$ cat src/rtl/mips_ctrl_pkg.sv
// rtl/mips_ctrl_pkg.sv - shared opcode, ALUOp, state and control-word definitions for the MIPS control path
package mips_ctrl_pkg;

    localparam logic [5:0] OP_RTYPE = 6'b000000;
    localparam logic [5:0] OP_LW    = 6'b100011;
    localparam logic [5:0] OP_SW    = 6'b101011;
    localparam logic [5:0] OP_BEQ   = 6'b000100;
    localparam logic [5:0] OP_ADDI  = 6'b001000;
    localparam logic [5:0] OP_J     = 6'b000010;

    localparam logic [1:0] ALUOP_ADD   = 2'b00;
    localparam logic [1:0] ALUOP_SUB   = 2'b01;
    localparam logic [1:0] ALUOP_FUNCT = 2'b10;

    localparam logic [1:0] PCSRC_ALURES = 2'b00;
    localparam logic [1:0] PCSRC_ALUOUT = 2'b01;
    localparam logic [1:0] PCSRC_JUMP   = 2'b10;

    localparam logic [1:0] SRCB_REG    = 2'b00;
    localparam logic [1:0] SRCB_FOUR   = 2'b01;
    localparam logic [1:0] SRCB_IMM    = 2'b10;
    localparam logic [1:0] SRCB_IMMSH2 = 2'b11;

    localparam logic [3:0] S_FETCH  = 4'd0;
    localparam logic [3:0] S_DECODE = 4'd1;
    localparam logic [3:0] S_MEMADR = 4'd2;
    localparam logic [3:0] S_MEMRD  = 4'd3;
    localparam logic [3:0] S_MEMWB  = 4'd4;
    localparam logic [3:0] S_MEMWR  = 4'd5;
    localparam logic [3:0] S_EXEC   = 4'd6;
    localparam logic [3:0] S_ALUWB  = 4'd7;
    localparam logic [3:0] S_BEQ    = 4'd8;
    localparam logic [3:0] S_ADDIEX = 4'd9;
    localparam logic [3:0] S_ADDIWB = 4'd10;
    localparam logic [3:0] S_JUMP   = 4'd11;
    localparam logic [3:0] S_HALT   = 4'd12;

    typedef struct packed {
        logic       iord;
        logic       mem_write;
        logic       ir_write;
        logic       reg_dst;
        logic       mem_to_reg;
        logic       reg_write;
        logic       alu_src_a;
        logic [1:0] alu_src_b;
        logic [1:0] alu_op;
        logic [1:0] pc_src;
        logic       pc_write;
        logic       branch;
    } ctrl_t;

endpackage

$ cat src/rtl/main_ctrl_outdec.sv
// rtl/main_ctrl_outdec.sv - combinational state to control-word decoder (JUMP gated by MULTICYCLE_MAIN_CTRL_JUMP_EN)
module main_ctrl_outdec
    import mips_ctrl_pkg::*;
(
    input  logic [3:0] state_i,
    output ctrl_t      ctrl_o
);

    always_comb begin
        ctrl_o = '0;
        case (state_i)
            S_FETCH: begin
                ctrl_o.alu_src_b = SRCB_FOUR;
                ctrl_o.ir_write  = 1'b1;
                ctrl_o.pc_write  = 1'b1;
            end
            S_DECODE: ctrl_o.alu_src_b = SRCB_IMMSH2;
            S_MEMADR, S_ADDIEX: begin
                ctrl_o.alu_src_a = 1'b1;
                ctrl_o.alu_src_b = SRCB_IMM;
            end
            S_MEMRD: ctrl_o.iord = 1'b1;
            S_MEMWR: begin
                ctrl_o.iord      = 1'b1;
                ctrl_o.mem_write = 1'b1;
            end
            S_MEMWB: begin
                ctrl_o.mem_to_reg = 1'b1;
                ctrl_o.reg_write  = 1'b1;
            end
            S_ALUWB: begin
                ctrl_o.reg_dst   = 1'b1;
                ctrl_o.reg_write = 1'b1;
            end
            S_ADDIWB: ctrl_o.reg_write = 1'b1;
            S_EXEC: begin
                ctrl_o.alu_src_a = 1'b1;
                ctrl_o.alu_op    = ALUOP_FUNCT;
            end
            S_BEQ: begin
                ctrl_o.alu_src_a = 1'b1;
                ctrl_o.alu_op    = ALUOP_SUB;
                ctrl_o.pc_src    = PCSRC_ALUOUT;
                ctrl_o.branch    = 1'b1;
            end
`ifdef MULTICYCLE_MAIN_CTRL_JUMP_EN
            S_JUMP: begin
                ctrl_o.pc_src   = PCSRC_JUMP;
                ctrl_o.pc_write = 1'b1;
            end
`endif
            default: ctrl_o = '0;
        endcase
    end

endmodule

$ cat src/rtl/multicycle_main_ctrl.sv
// rtl/multicycle_main_ctrl.sv - multicycle MIPS main control FSM; j decode enabled by MULTICYCLE_MAIN_CTRL_JUMP_EN
module multicycle_main_ctrl
    import mips_ctrl_pkg::*;
#(
    parameter int STATE_W      = 4,
    parameter bit ILLEGAL_HALT = 1'b0
) (
    input  logic               clk,
    input  logic               reset,
    input  logic [5:0]         op,
    output logic               IorD,
    output logic               MemWrite,
    output logic               IRWrite,
    output logic               RegDst,
    output logic               MemtoReg,
    output logic               RegWrite,
    output logic               ALUSrcA,
    output logic [1:0]         ALUSrcB,
    output logic [1:0]         ALUOp,
    output logic [1:0]         PCSrc,
    output logic               PCWrite,
    output logic               Branch,
    output logic               illegal,
    output logic [STATE_W-1:0] dbg_state
);

    logic [3:0] state_q;
    logic [3:0] state_d;
    logic       op_known;
    ctrl_t      ctrl;

    always_ff @(posedge clk) begin
        if (reset) begin
            state_q <= S_FETCH;
        end else begin
            state_q <= state_d;
        end
    end

    always_comb begin
        op_known = 1'b1;
        case (op)
            OP_LW, OP_SW, OP_RTYPE, OP_BEQ, OP_ADDI: op_known = 1'b1;
`ifdef MULTICYCLE_MAIN_CTRL_JUMP_EN
            OP_J:                                     op_known = 1'b1;
`endif
            default:                                  op_known = 1'b0;
        endcase
    end

    always_comb begin
        state_d = S_FETCH;
        case (state_q)
            S_FETCH: state_d = S_DECODE;
            S_DECODE: begin
                case (op)
                    OP_LW, OP_SW: state_d = S_MEMADR;
                    OP_RTYPE:     state_d = S_EXEC;
                    OP_BEQ:       state_d = S_BEQ;
                    OP_ADDI:      state_d = S_ADDIEX;
`ifdef MULTICYCLE_MAIN_CTRL_JUMP_EN
                    OP_J:         state_d = S_JUMP;
`endif
                    default:      state_d = ILLEGAL_HALT ? S_HALT : S_FETCH;
                endcase
            end
            // op is still the IR contents here because IRWrite is low outside FETCH
            S_MEMADR: state_d = (op == OP_SW) ? S_MEMWR : S_MEMRD;
            S_MEMRD:  state_d = S_MEMWB;
            S_EXEC:   state_d = S_ALUWB;
            S_ADDIEX: state_d = S_ADDIWB;
            S_HALT:   state_d = S_HALT;
            default:  state_d = S_FETCH;
        endcase
    end

    main_ctrl_outdec u_outdec (
        .state_i (state_q),
        .ctrl_o  (ctrl)
    );

    // Write enables are killed while reset is high so the reset cycle commits nothing
    always_comb begin
        IorD      = ctrl.iord;
        MemWrite  = ctrl.mem_write & ~reset;
        IRWrite   = ctrl.ir_write & ~reset;
        RegDst    = ctrl.reg_dst;
        MemtoReg  = ctrl.mem_to_reg;
        RegWrite  = ctrl.reg_write & ~reset;
        ALUSrcA   = ctrl.alu_src_a;
        ALUSrcB   = ctrl.alu_src_b;
        ALUOp     = ctrl.alu_op;
        PCSrc     = ctrl.pc_src;
        PCWrite   = ctrl.pc_write & ~reset;
        Branch    = ctrl.branch & ~reset;
        illegal   = (state_q == S_DECODE) & ~op_known & ~reset;
        dbg_state = STATE_W'(state_q);
    end

endmodule
$ cat config.mk
export PLATFORM = sky130hd
export DESIGN_NAME = multicycle_main_ctrl
export DESIGN_NICKNAME = d
export VERILOG_FILES = /design/src/rtl/mips_ctrl_pkg.sv /design/src/rtl/main_ctrl_outdec.sv /design/src/rtl/multicycle_main_ctrl.sv
export SDC_FILE = /design/constraint.sdc
export NUM_CORES = 1
export LEC_CHECK = 0
export ABC_AREA = 1
export BUFFER_PORTS_ARGS = -buffer_cell sky130_fd_sc_hd__buf_2
export CAP_MARGIN = 20
export CORE_AREA = 2 2 39 41
export DETAILED_ROUTE_END_ITERATION = 12
export DIE_AREA = 0 0 41 43
export HOLD_SLACK_MARGIN = 0.15
export MAX_ROUTING_LAYER = met4
export PLACE_DENSITY = 0.68
export SLEW_MARGIN = 15
export SYNTH_ARGS = -nofsm -noshare
export SYNTH_HDL_FRONTEND = slang
export SYNTH_SLANG_ARGS = --single-unit
$ cat constraint.sdc
create_clock -name clk -period 2.2 [get_ports clk]
set_clock_uncertainty 0.1 [all_clocks]
set_input_delay 0.11 -clock clk [delete_from_list [all_inputs] [get_ports clk]]
set_output_delay 0.11 -clock clk [all_outputs]
set_load 0.03 [all_outputs]
==> results.json, run 1 <==
{
  "largest_reg_flops": 4,
  "power_density_mw_per_mm2": 393,
  "p_leak_uw": 0.000415,
  "start_kind": "register",
  "wirelength_um": 1230,
  "rrSetupSlack_ns": 0.97,
  "drtPass1Iterations": 4,
  "place_hpwl_um": 991,
  "clkTransAtPathRegs_ns": 0.04,
  "post-route-period-util": 0.746,
  "rsz0062_at_grt": "no",
  "instances_no_fill": 132,
  "outcome": "finished, final reports clean",
  "ys_ff_latch": 4,
  "multi_input_comb_area_um2": 285,
  "register_area_um2": 80.1,
  "syn_inst": 91,
  "setup_viol_count_final": 0,
  "die_h_um": 43,
  "dp.cells": 128,
  "min_path_type": "input pin to register",
  "cts_inserted_buffers": 3,
  "holdBufCountCts": 1,
  "rr_startpoint": "dbg_state[1]",
  "crit_required_ns": 1.99,
  "post_cts_buffers": 0,
  "mostFrequentLayoutCell": "buf_2",
  "hold_violations": 0,
  "antenna_found_initial": 0,
  "layout-drive-gt1-share": 0.328,
  "ys_seq_area_frac": 0.169,
  "n_antenna_cell": 0,
  "finalWorstSetupSlack_ns": 0.560,
  "netSwitchingPower_uw": 84.9,
  "cap_violations": 0,
  "grt_usage": 0.140,
  "cp_data_arrival_time_ns": 1.43,
  "reg2regPathDepth": 6,
  "start_util": 0.343,
  "grt_pass1_wl_um": 1690,
  "fill_cells": 171,
  "synthToLayoutAreaGrowth_pct": 30.6,
  "first_global_vias": 448,
  "timing.rr.end": "dbg_state[2]",
  "drcViolationCount": 0,
  "p_int_uw": 159,
  "core_area_mm2": 0.00138,
  "clk_latency_ns": 0.23,
  "gr-total-overflow": 0,
  "cts.sinks": 4,
  "drt_iter0_markers": 12,
  "cts_tree": "yes",
  "design.die.area_mm2": 0.00176,
  "seqPwrFrac": 0.325,
  "tns_ns": 0,
  "pin_count": 28,
  "wl_per_cell_um": 9.30,
  "period_minus_slack_ns": 1.64,
  "synth_area_um2": 474,
  "clockBufferDepth": 2,
  "path_class": "register to output port",
  "sw_frac_of_total": 0.348,
  "via_per_inst": 4.52,
  "yosys_warnings": 0,
  "port_buffers": 26,
  "worstHoldEndpoint": "dbg_state[1]",
  "combPwrFrac": 0.297,
  "utilization": 0.448,
  "layout_common_cells": "26 x buf_2, 21 x nand2_1, 19 x nor2_1",
  "finalNetCount": 126,
  "place_ws_ns": 0.806,
  "htreeDepth": 1,
  "synth_fp_nets": 99,
  "power_uw": 244,
  "irDropWorstVdd_v": 0.000238,
  "slew_viol_final": 0,
  "row_count": 14,
  "ant_nets": 0,
  "crit_fanout": 7,
  "power_frac_clock": 0.377,
  "gp_congestion": 0.744,
  "cp-end-kind": "output port",
  "vias": 597,
  "grt_max_degree": 10,
  "holdPathStages": 5,
  "min_from": "op[4]",
  "root_buffer": "clkbuf_4",
  "avgSynthCellArea_um2": 5.21,
  "ctsResizeCount": 0,
  "synthDistinctLibCells": 20,
  "clock.fmax_ghz": 0.610,
  "die_w_um": 41
}
kinds of logic (layout without fill, tap and decap cells):
| family | after synthesis | in the layout | share of synthesized area |
|---|---|---|---|
| AND/OR/NAND/NOR | 53 | 53 | 0.485 |
| buffers and inverters | 24 | 49 | 0.230 |
| AO/OA/AOI/OAI | 9 | 9 | 0.108 |
| flip-flops | 4 | 4 | 0.169 |
| other | 1 | 1 | 0.00791 |
power by group through the flow:
stage | clock [uW] | sequential, uW | combinational [uW]
after CTS | 94.5 | 79.2 | 72.8
after global placement | 0 | 80.3 | 70.8
final | 92.0 | 79.3 | 72.4
after detailed placement | 0 | 80.4 | 71.1
after floorplan | 0 | 83.1 | 50.8
after global routing | 100 | 79.6 | 80.2
routing by layer:
layer / wire length, um / track usage
met1: 523 / 0.163
met2: 606 / 0.228
met3: 97 / 0.0314
met4: 0 / 0.0400
met5: 0 / -
metrics by stage:
stage               hold slack [ns]  instance area, um^2
floorplan                     0.265                  474
global placement              0.296                  587
detailed placement            0.295                  587
CTS                           0.183                  619
global route                  0.216                  619
finish                        0.182                  619
worst max-delay path by stage:
stage / cells past startpoint / endpoint / startpoint / slack, ns
2_1_floorplan: 5 / PCWrite / dbg_state[1] / 0.46
3_3_place_gp: 5 / illegal / dbg_state[0] / 0.81
3_5_place_dp: 5 / illegal / dbg_state[0] / 0.81
4_1_cts: 5 / illegal / dbg_state[0] / 0.54
5_1_grt: 5 / illegal / dbg_state[0] / 0.42
6_report: 5 / illegal / dbg_state[0] / 0.56
final cells by class:
cell class              instances  share of cell area
multi-input cells              63               0.461
repair buffers                 27               0.226
flip-flops and latches          4               0.129
inverters                      19               0.115
clock buffers                   3              0.0364
well taps                      16              0.0323
cell usage after synthesis, drive strengths merged:
master	count	area (um^2)
o22ai	1	6.26
clkbuf	1	3.75
buf	4	33.8
nand3	7	35.0
a21oi	4	23.8
a31oi	1	6.26
nand2	23	91.3
nor2	21	88.8
conb	1	3.75
dfxtp	4	80.1
inv	19	71.3
nor3	2	15.0
o21ai	3	15.0
worst max-delay path: stages, from the launching register on:
cell	delay (ns)
dfxtp_1	0.46
nand2_2	0.12
nor2_4	0.16
nand2_1	0.08
nor3_2	0.16
buf_2	0.21
Power figures use the tool's default switching activity.
==> run 2: changes to the inputs <==
clock period = 1.6 ns   (was 2.2 ns; I/O delays follow)
==> results.json, run 2 (same netlist as run 1, synthesis figures left out) <==
{
  "crit_fanout": 4,
  "finalNetCount": 126,
  "tns_ns": 0,
  "cp-end-kind": "output port",
  "wl_per_cell_um": 8.84,
  "first_global_vias": 502,
  "fin_area_um2": 652,
  "grt_pass1_wl_um": 1850,
  "drt_iter0_markers": 3,
  "die_h_um": 43,
  "antenna_found_initial": 0,
  "slew_viol_final": 0,
  "cp_top_family": "buffers and inverters",
  "cpMostUsedCell": "inv_2",
  "cts.sinks": 4,
  "design.die.area_mm2": 0.00176,
  "vias": 613,
  "clkTransAtPathRegs_ns": 0.04,
  "fill_cells": 157,
  "cp-startpoint": "dbg_state[3]",
  "row_count": 14,
  "htreeDepth": 1,
  "use_met3": 0.0471,
  "cp_data_arrival_time_ns": 1.31,
  "n_antenna_cell": 0,
  "clk_latency_ns": 0.23,
  "layout_common_cells": "24 x buf_2, 21 x nand2_1, 16 x nor2_1",
  "use_met2": 0.266,
  "drtPass1Iterations": 3,
  "port_buffers": 26,
  "irDropWorstVdd_v": 0.000294,
  "wirelength_um": 1170,
  "cap_violations": 0,
  "largest_reg_flops": 4,
  "hold_violations": 0,
  "cp_num_cells": 7,
  "multi_input_comb_area_um2": 308,
  "register_area_um2": 85.1,
  "critPathBufInv": 4,
  "holdPathStages": 5,
  "die_w_um": 41,
  "max_stage_delay_ns": 0.36,
  "start_kind": "register",
  "gp_congestion": 0.800,
  "setup_viol_count_final": 0,
  "start_util": 0.343,
  "outcome": "finished, final reports clean",
  "rr_startpoint": "dbg_state[1]",
  "cts_tree": "yes",
  "place_hpwl_um": 1020,
  "crit_required_ns": 1.42,
  "met1_usage": 0.154,
  "min_from": "op[4]",
  "path_class": "register to output port",
  "period_minus_slack_ns": 1.49,
  "drcViolationCount": 0,
  "clockBufferDepth": 2,
  "worst_path_max_delay_cell": "dfxtp_2",
  "crit_chain": "inv_2 -> nor2_1 -> inv_2 -> o21ai_1 -> o21ai_0 -> inv_1 -> clkbuf_4",
  "gr-total-overflow": 0,
  "min_path_type": "input pin to register",
  "grt_usage": 0.152,
  "core_area_mm2": 0.00138,
  "clock.fmax_ghz": 0.672,
  "mostFrequentLayoutCell": "buf_2",
  "post-route-period-util": 0.930,
  "layout-drive-gt1-share": 0.405,
  "cts_inserted_buffers": 3,
  "ant_nets": 0,
  "synthToLayoutAreaGrowth_pct": 37.5,
  "power_density_mw_per_mm2": 509,
  "grt.busiest_layer": "met2",
  "pin_count": 28,
  "via_per_inst": 4.64,
  "p_leak_uw": 0.000421,
  "grt_max_degree": 10,
  "root_buffer": "clkbuf_4",
  "placed_cell_area_um2": 597,
  "whs_ns": 0.167,
  "reg2regPathDepth": 6
}
run 2: cell types whose count changed in the layout (fill, tap and decap cells not counted), sizes merged:
cell,delta
buf,-1
clkbuf,+1
run 2: timing repair:
item / 4_1_cts / 5_1_grt
endpoints found under the hold margin: 4 / 0
hold buffers: 1 / 0
endpoints found under the setup margin: 0 / 8
gates resized for setup: 0 / 12
setup buffers: 0 / 0
run 2: layout make-up:
cell class,instances,share of cell area
inverters,19,0.109
flip-flops and latches,4,0.131
clock buffers,3,0.0345
well taps,16,0.0307
multi-input cells,63,0.472
repair buffers,27,0.223
run 2: stage by stage:
step,utilization,power [uW],cells,worst slack [ns]
3_5_place_dp,0.431,211,128,0.254
3_3_place_gp,0.431,209,128,0.273
4_1_cts,0.455,336,132,0.0106
6_report,0.471,332,132,0.113
5_1_grt,0.471,359,132,-0.0143
2_1_floorplan,-,186,91,0.0369
run 2: layer usage:
layer / share of wire / up-vias
li1: - / 327
met1: 0.40 / 262
met2: 0.52 / 24
met3: 0.087 / 0
met4: 0 / 0
met5: 0 / -
run 2: worst paths after layout:
check                                    end  slack (ns)
worst max-delay path                RegWrite        0.11
worst min-delay path            dbg_state[1]        0.17
worst max register to register  dbg_state[1]        0.46
worst min register to register  dbg_state[0]        0.55
run 2: power breakdown:
group	switching, uW	internal (uW)	leakage [uW]
logic	70.6	32.6	0.000373
registers	5.96	104	0.0000343
clock network	35.6	83.5	0.0000138
run 2: worst register-to-register path: stages (launching register included):
cell     delay (ns)
dfxtp_2        0.41
inv_2          0.06
nor2_1         0.13
nand2_1        0.11
nand2_1        0.08
a21oi_1        0.04
a21oi_1        0.12
==> run 3: changes to the inputs <==
MAX_ROUTING_LAYER = default   (was met4)
==> results.json, run 3 (same netlist as run 1, synthesis figures left out) <==
{
  "outcome": "finished, final reports clean",
  "crit_fanout": 5,
  "die_h_um": 43,
  "fill_cells": 157,
  "post_cts_buffers": 0,
  "clock.fmax_ghz": 0.672,
  "critPathBufInv": 2,
  "mostFrequentLayoutCell": "buf_2",
  "largest_reg_flops": 4,
  "layout-drive-gt1-share": 0.405,
  "hold_violations": 0,
  "grt_pass1_wl_um": 1850,
  "ant_nets": 0,
  "clockBufferDepth": 2,
  "port_buffers": 26,
  "antenna_found_initial": 0,
  "slew_viol_final": 0,
  "finalWorstSetupSlack_ns": 0.113,
  "htreeDepth": 1,
  "die_w_um": 41,
  "root_buffer": "clkbuf_4",
  "crit_required_ns": 1.42,
  "first_global_vias": 503,
  "place_ws_ns": 0.254,
  "cp_top_family": "simple AND/OR/NAND/NOR gates",
  "cp_data_arrival_time_ns": 1.31,
  "power_density_mw_per_mm2": 511,
  "via_per_inst": 4.61,
  "n_antenna_cell": 0,
  "start_kind": "register",
  "instances_no_fill": 132,
  "vias": 609,
  "row_count": 14,
  "finalNetCount": 126,
  "cap_violations": 0,
  "cp-end-kind": "output port",
  "crit_chain": "inv_2 -> nand2_4 -> nor2_4 -> nand2_1 -> nor3_2 -> buf_4",
  "utilization": 0.471,
  "irDropWorstVdd_v": 0.000294,
  "path_class": "register to output port",
  "p_leak_uw": 0.000421,
  "wl_per_cell_um": 8.86,
  "drt_iter0_markers": 4,
  "max_stage_delay_ns": 0.33,
  "post-route-period-util": 0.929,
  "drcViolationCount": 0,
  "place_hpwl_um": 1020,
  "wirelength_um": 1170,
  "gr-total-overflow": 0,
  "layout_common_cells": "24 x buf_2, 21 x nand2_1, 16 x nor2_1",
  "core_area_mm2": 0.00138,
  "period_minus_slack_ns": 1.49,
  "setup_viol_count_final": 0,
  "min_path_type": "input pin to register",
  "cts_inserted_buffers": 3,
  "dp.cells": 128,
  "cts.sinks": 4,
  "grt_usage": 0.148,
  "cts_tree": "yes",
  "pin_count": 28,
  "grt_max_degree": 10,
  "worst_path_max_delay_cell": "dfxtp_2",
  "drtPass1Iterations": 4,
  "clkTransAtPathRegs_ns": 0.04,
  "start_util": 0.343,
  "power_uw": 333,
  "gp_congestion": 0.789,
  "clk_latency_ns": 0.23,
  "design.die.area_mm2": 0.00176,
  "synthToLayoutAreaGrowth_pct": 37.5
}
## run 3: cell counts in the layout (fill, tap and decap cells not counted)
Identical to the previous run, type by type.
## run 3: path summary, 6_finish.rpt
path	endpoint	from	cells after the start	slack, ns
worst min register to register	dbg_state[0]	dbg_state[3]	3	0.55
worst min-delay path	dbg_state[1]	op[4]	5	0.17
worst max register to register	dbg_state[1]	dbg_state[1]	6	0.46
worst max-delay path	illegal	dbg_state[2]	6	0.11
## run 3: timing repair
item / in CTS / in global routing
endpoints found under the hold margin: 4 / 0
gates resized for setup: 0 / 12
endpoints found under the setup margin: 0 / 8
hold buffers: 1 / 0
## run 3: area by class of cell
cell class              instances  area [um^2]  share of cell area
well taps                      16         20.0              0.0307
repair buffers                 27          145               0.223
multi-input cells              63          308               0.472
clock buffers                   3         22.5              0.0345
flip-flops and latches          4         85.1               0.131
inverters                      19         71.3               0.109
## run 3: per-layer routing
metal	share of wire	wire, um	vias to the layer above	track usage
met1	0.40	473	260	0.154
met4	0	0	0	0.0400
met5	0	0	-	0
met2	0.52	605	22	0.266
met3	0.078	91	0	0.0471
li1	-	-	327	-
## run 3: report_power, final
| group | leakage, uW | internal (uW) | switching (uW) |
|---|---|---|---|
| clock | 0.0000138 | 83.6 | 36.4 |
| sequential | 0.0000343 | 104 | 5.97 |
| combinational | 0.000373 | 32.6 | 70.6 |
| total | 0.000421 | 220 | 113 |
## run 3: stage by stage
stage	area [um^2]	hold WS, ns	setup TNS (ns)
after floorplan	484	0.235	0
final	652	0.166	0
after global routing	652	0.201	-0.0143
after detailed placement	597	0.283	0
after global placement	597	0.283	0
after CTS	629	0.168	0
## run 3: worst reg2reg max path, cell delays in order, from the launching register on
cell and delay (ns):
dfxtp_2 0.41, inv_2 0.06, nor2_1 0.13, nand2_1 0.11
nand2_1 0.08, a21oi_1 0.04, a21oi_1 0.12
